## config.mk

```make
export PLATFORM = sky130hd
export DESIGN_NAME = fetch_sequencer
export DESIGN_NICKNAME = d
export VERILOG_FILES = /design/src/rtl/fetch_sequencer.sv
export SDC_FILE = /design/constraint.sdc
export NUM_CORES = 1
export LEC_CHECK = 0
export ABC_CLOCK_PERIOD_IN_PS = 5920
export CAP_MARGIN = 20
export CORE_UTILIZATION = 44
export DETAILED_ROUTE_END_ITERATION = 8
export PLACE_DENSITY = 0.88
export SYNTH_ARGS = -nofsm -noshare
export SYNTH_HDL_FRONTEND = slang
export SYNTH_SLANG_ARGS = --single-unit
```

## constraint.sdc

```tcl
create_clock -name clock -period 5.92 [get_ports clock]
set_input_delay 0.592 -clock clock [delete_from_list [all_inputs] [get_ports clock]]
set_output_delay 0.592 -clock clock [all_outputs]
set_load 0.005 [all_outputs]
```

## src/rtl/fetch_sequencer.sv

```systemverilog
// fetch_sequencer
// Program counter and fetch controller for a synchronous-read instruction
// memory with one-cycle read latency. Tracks which PC each returned word
// belongs to, holds the presented word under stall, redirects on taken
// branches, and keeps a saturating count of accepted instructions.
//
// Ports:
//   clock, reset        system clock, synchronous active-high reset
//   start, start_addr   begin fetching at start_addr (sampled in IDLE only)
//   halt                stop fetching, return to IDLE
//   stall               downstream cannot accept the presented word
//   branch_taken/target redirect fetch
//   imem_addr/imem_data instruction memory address out / registered data in
//   instr, instr_pc     presented word and its PC
//   instr_valid         instr/instr_pc valid this cycle
//   busy                not IDLE
//   fetch_count         saturating accepted-instruction count
//
// state | meaning
// ------+----------------------------------------------------------------
// IDLE  | not fetching; waits for start
// FILL  | memory is latching data[pc]; nothing presented yet
// RUN   | word for f_pc is on imem_data and presented downstream

module fetch_sequencer #(
  parameter int ADDR_W = 8,
  parameter int DATA_W = 32,
  parameter int CNT_W  = 16
) (
  input  logic              clock,
  input  logic              reset,
  input  logic              start,
  input  logic [ADDR_W-1:0] start_addr,
  input  logic              halt,
  input  logic              stall,
  input  logic              branch_taken,
  input  logic [ADDR_W-1:0] branch_target,
  output logic [ADDR_W-1:0] imem_addr,
  input  logic [DATA_W-1:0] imem_data,
  output logic [DATA_W-1:0] instr,
  output logic [ADDR_W-1:0] instr_pc,
  output logic              instr_valid,
  output logic              busy,
  output logic [CNT_W-1:0]  fetch_count
);

  typedef enum logic [1:0] {
    IDLE = 2'd0,
    FILL = 2'd1,
    RUN  = 2'd2
  } state_t;

  localparam logic [ADDR_W-1:0] PC_ONE  = ADDR_W'(1);
  localparam logic [CNT_W-1:0]  CNT_ONE = CNT_W'(1);
  localparam logic [CNT_W-1:0]  CNT_MAX = '1;

  state_t            state, state_next;
  logic [ADDR_W-1:0] pc, pc_next;
  logic [ADDR_W-1:0] f_pc, f_pc_next;
  logic [CNT_W-1:0]  cnt, cnt_next;
  logic              hold_addr;

  always_ff @(posedge clock) begin
    if (reset) begin
      state <= IDLE;
      pc    <= '0;
      f_pc  <= '0;
      cnt   <= '0;
    end else begin
      state <= state_next;
      pc    <= pc_next;
      f_pc  <= f_pc_next;
      cnt   <= cnt_next;
    end
  end

  always_comb begin
    state_next = state;
    pc_next    = pc;
    f_pc_next  = f_pc;
    cnt_next   = cnt;
    case (state)
      IDLE: begin
        if (start) begin
          pc_next    = start_addr;
          cnt_next   = '0;
          state_next = FILL;
        end
      end
      FILL: begin
        if (halt) begin
          state_next = IDLE;
        end else if (branch_taken) begin
          pc_next = branch_target;
        end else begin
          f_pc_next  = pc;
          pc_next    = pc + PC_ONE;
          state_next = RUN;
        end
      end
      RUN: begin
        if (halt) begin
          state_next = IDLE;
        end else if (branch_taken) begin
          pc_next    = branch_target;
          state_next = FILL;
        end else if (!stall) begin
          f_pc_next = pc;
          pc_next   = pc + PC_ONE;
          if (cnt != CNT_MAX) cnt_next = cnt + CNT_ONE;
        end
      end
      default: state_next = IDLE;
    endcase
  end

  // Under a plain stall the memory re-reads the presented word so imem_data
  // stays stable; any higher-priority event needs the new pc instead.
  assign hold_addr = (state == RUN) && stall && !branch_taken && !halt;

  // Outputs are forced to their reset values while reset is asserted, not
  // only after the reset edge.
  assign imem_addr   = reset ? '0 : (hold_addr ? f_pc : pc);
  assign instr       = imem_data;
  assign instr_pc    = reset ? '0 : f_pc;
  assign instr_valid = !reset && (state == RUN);
  assign busy        = !reset && (state != IDLE);
  assign fetch_count = cnt;

endmodule

```

Yosys cells after proc, flatten, opt, wreduce, memory -nomap -nowiden
Cells that the tools add are included.
{"block": "totals", "output_inout_bits": 66, "regBits": 34, "in_bits": 54, "word_cells": 64}
{"block": "classes", "n_mux": 28, "add_sub_neg": 2, "reduce_logical": 17, "eq_ne": 13}
{"op": "2-to-1 mux 8 bit", "count": 14}
{"op": "2-to-1 mux 16 bit", "count": 5}
{"op": "case mux 16 bit (2 select lines)", "count": 1}
{"op": "case mux 8 bit (3 select lines)", "count": 1}
{"op": "adder 16 x 1 -> 16 bit (second input constant)", "count": 1}
{"op": "!= test 16 bit (second input constant)", "count": 1}
{"op": "case mux 8 bit (2 select lines)", "count": 1}
{"op": "!= test 2 bit (second input constant)", "count": 7}
{"op": "AND reduction 6 bit", "count": 2}
{"op": "2-to-1 mux 2 bit", "count": 5}
{"op": "!= test 3 bit (second input constant)", "count": 3}
{"op": "adder 8 x 1 -> 8 bit (second input constant)", "count": 1}
{"op": "case mux 2 bit (3 select lines)", "count": 1}
{"op": "nonzero test 2 bit", "count": 3}
{"op": "logical AND 1 bit", "count": 5}
{"op": "AND reduction 5 bit", "count": 1}
{"op": "logical NOT 1 bit", "count": 3}
{"op": "AND reduction 3 bit", "count": 1}
{"op": "nonzero test 3 bit", "count": 1}
{"op": "== test 2 x 1 -> 1 bit (second input constant)", "count": 1}
{"op": "== test 2 bit (second input constant)", "count": 1}
{"op": "logical NOT 2 bit", "count": 1}

Logic depth before layout (Yosys ltp)
{"block": "depth", "word_depth": 6, "depth_mapped": 8, "depth_no_buf": 7}

Worst setup path before layout
No wires, ideal clock.
{"block": "synth_timing", "path_type": "input -> output", "startpoint": "input port branch_taken", "endpoint": "output port imem_addr[0]", "cell_stages": 4, "slack_ns": 3.763, "path_buffers": 1, "t_arrival_ns": 1.565, "cell_sequence": "buf_1 nor3_1 nand2_1 a21oi_1"}
{"block": "synth_via", "elab_chain_cells": 5}
{"item": "start: declaration", "line_no": "36", "text": "input logic branch_taken,"}
{"item": "logical NOT 1 bit", "line_no": "119", "text": "assign hold_addr = (state == RUN) && stall && !branch_taken && !halt;"}
{"item": "logical AND 1 bit (2 in a row)", "line_no": "119"}
{"item": "2-to-1 mux 8 bit (2 in a row)", "line_no": "123", "text": "assign imem_addr = reset ? '0 : (hold_addr ? f_pc : pc);"}
{"item": "end: declaration", "line_no": "38", "text": "output logic [ADDR_W-1:0] imem_addr,"}
Every way passes these cells.

Final worst setup path
Same ends and word-level chain as after synthesis.

==> out/qor.txt <==
Residual DRC count - 0
Post-CTS setup buffers - 0
CTS tree - built
DR vias/cell - 5.76
WP buf/inv - 2
Cell Pwr Density - 229 mW/mm2
Sequential-to-total area share from yosys stat - 28.2%
Grt total ovfl - 0
Min-Delay Endpoint - state[1]
Final setup TNS - 0 ns
Synth area leaders - dfxtp_1 28%, buf_4 9.9%, nand2_1 6.7%
CP peak stage delay - 0.84 ns
Vias in the first global route - 2158
Reg2reg start - state[0]
Syn avg cell area - 7.72 um2
Commonest non-fill, non-tap cells in the layout - 55 x clkdlybuf4s50_1, 43 x nand2_1, 34 x dfxtp_1, 27 x a21oi_1, 27 x nor2_1
Non-filler instance count after layout - 400
Area growth syn-to-layout - 18.0%
Clk_skew - 0.00844 ns
Crit-path cells - clkdlybuf4s50_1 -> nor3_1 -> nand2_1 -> a21oi_1 -> clkdlybuf4s50_1
Leading area contributor after synthesis - dfxtp_1
Pre-CTS setup slack - 2.24 ns
Routability-driven placement congestion ratio - 0.842
Nets - 390
Die X - 76.1 um
Leading cell type in the layout, fill and taps excluded - clkdlybuf4s50_1
Fin crit share - 61.7%
Initial antenna violation count - 0
Crit path DAT - 3.06 ns
Cell area after synthesis - 0.00242 mm2
Placed cells - 393
Min-delay src - state[1]
Register area - 681 um2
Max Clk Rate - 274 MHz
Clock Latency Late Sink - 0.29 ns
Final setup violation count - 0
CP required - 5.33 ns
ANT cells - 0
Max Slew Vio Count - 0
R2r endpoint - fetch_count[11]
Starting DRT DRC Count - 140
Initial Util - 46.4%
Post-cts resize count - 0
Clock transition at path regs - 0.07 ns
Die ar. - 0.00579 mm2
Largest net degree at the start of global routing - 43
YS warnings - 0
R2r worst-path depth - 7
Status - finished clean
Antenna viol nets, final - 0
Drt wl/cell - 14.3 um
Synth cell types - 52
Fill count - 494
Endpoints failing hold - 0
Critical path fanouts, max - 21
Hold Crit Depth - 2
Ys async rst share - 0%
Crit path kind - in2out
GRT Util Overall - 20.8%
PortBufs - 55
Core Area - 0.00520 mm2
Share of layout cells above drive strength 1 - 6.36%
Final Core Density - 54.8%
Final WS setup - 2.27 ns
Unrepaired setup endpoints after global routing - no
Die Span Y - 76.1 um
Synth Flop Type - dfxtp_1
Inserted Clock Buffers - 5
Post-synth EDFFs - 0
Reg2reg setup slack - 3.44 ns
Mapped Nets - 373
Most frequent cell on the critical path - clkdlybuf4s50_1
Max Cap Viol - 0
Top-area cell type share of the netlist area - 28.2%
Std cell rows - 26
Hold_buf cts - 0
Clock sinks - 34
H-tree level count - 2
Synth Instances - 313
CTS root buffer - clkbuf_8
Type of origin of the critical path - input pin
Critical path capture point type - primary output
#FFs+latches synth - 34
Area of the multi-input gates - 0.00138 mm2
Drt first pass iters - 4
Hold Crit Class - reg2reg
Slew margin rel. - 44.5%
Lkg Pwr - 0.948 nW
Slew @ Worst Pin - 0.826 ns
Longest Clk Path Bufs - 2
Slowest CP cell - nor3_1
Wire length of the first global-routing pass - 9.79 mm
# IOs - 120
Tmin final - 3.65 ns
Total number of vias - 2304
HPWL after DPL - 4.15 mm
Delay-heaviest family, CP - buffers and inverters
VDD IR max - 151 uV
Total Wirelength - 5.73 mm
==> registers in the layout, indices dropped and copies added, names as in the netlist <==
name / cells
f_pc: 8
fetch_count: 16
pc: 8
state: 2
==> where the power goes <==
group	internal (mW)	switching [mW]
clock network	0.135	0.0853
registers	0.245	0.0268
logic	0.0771	0.0847
total	0.456	0.197
==> per-stage QoR <==
stage | cell area, um2 | power (mW) | hold WS [ns]
after CTS | 2850 | 0.656 | 0.498
after global placement | 2740 | 0.430 | 0.478
after global routing | 2850 | 0.688 | 0.524
after floorplan | 2420 | 0.394 | 0.462
after detailed placement | 2740 | 0.437 | 0.490
final | 2850 | 0.653 | 0.497
==> metal layers <==
layer | up-vias | global-route usage [%] | wire, um
met3 | 20 | 5.63 | 454
met4 | 0 | 8.46 | 116
met1 | 1076 | 24.4 | 2430
met2 | 108 | 35.6 | 2740
met5 | - | 0 | 0
li1 | 1100 | - | -
==> kinds of logic after synthesis <==
kind of cell,synth area share [%]
AND/OR/NAND/NOR,26.6
AO/OA/AOI/OAI,19.3
buffers and inverters,14.9
flip-flops,28.2
multiplexers,6.21
adder cells (fa/ha/maj),3.11
XOR/XNOR,1.81
==> cell type report <==
class	count	share of cell area, %
clock buffer	6	2.89
clock inverter	1	1.05
inverter	10	1.32
multi-input combinational	223	48.2
sequential	34	23.9
tap	70	3.07
timing repair buffer	56	19.6
==> synth_stat cells, types with 3 or more instances <==
library cell and number:
xor2_1 4, o21ai_0 11, nand2_1 43, o211ai_1 5, a311oi_1 4, nand2b_1 6, mux2i_1 15, or3_1 5
a21oi_1 27, a211oi_1 3, dfxtp_1 34, buf_4 32, nor2b_1 10, a41oi_1 3, ha_1 6, inv_1 9
nor3_1 8, nand3_1 12, clkbuf_8 3, clkbuf_1 9, nor2_1 27
==> tightest hold or removal path, cell delays in order, from the launching register on <==
cell and delay, ns:
dfxtp_1 0.34, nand2_1 0.06, a21oi_1 0.05
==> how the worst max path moves through the flow <==
stage / startpoint / to / slack (ns) / cells after the start
3_5_place_dp: branch_taken / imem_addr[0] / 2.24 / 5
5_1_grt: branch_taken / imem_addr[4] / 2.00 / 5
4_1_cts: branch_taken / imem_addr[0] / 2.25 / 5
3_3_place_gp: branch_taken / imem_addr[6] / 2.34 / 5
6_report: branch_taken / imem_addr[0] / 2.27 / 5
2_1_floorplan: branch_taken / imem_addr[0] / 3.76 / 4
No activity file was read; power rests on OpenSTA's default activity.
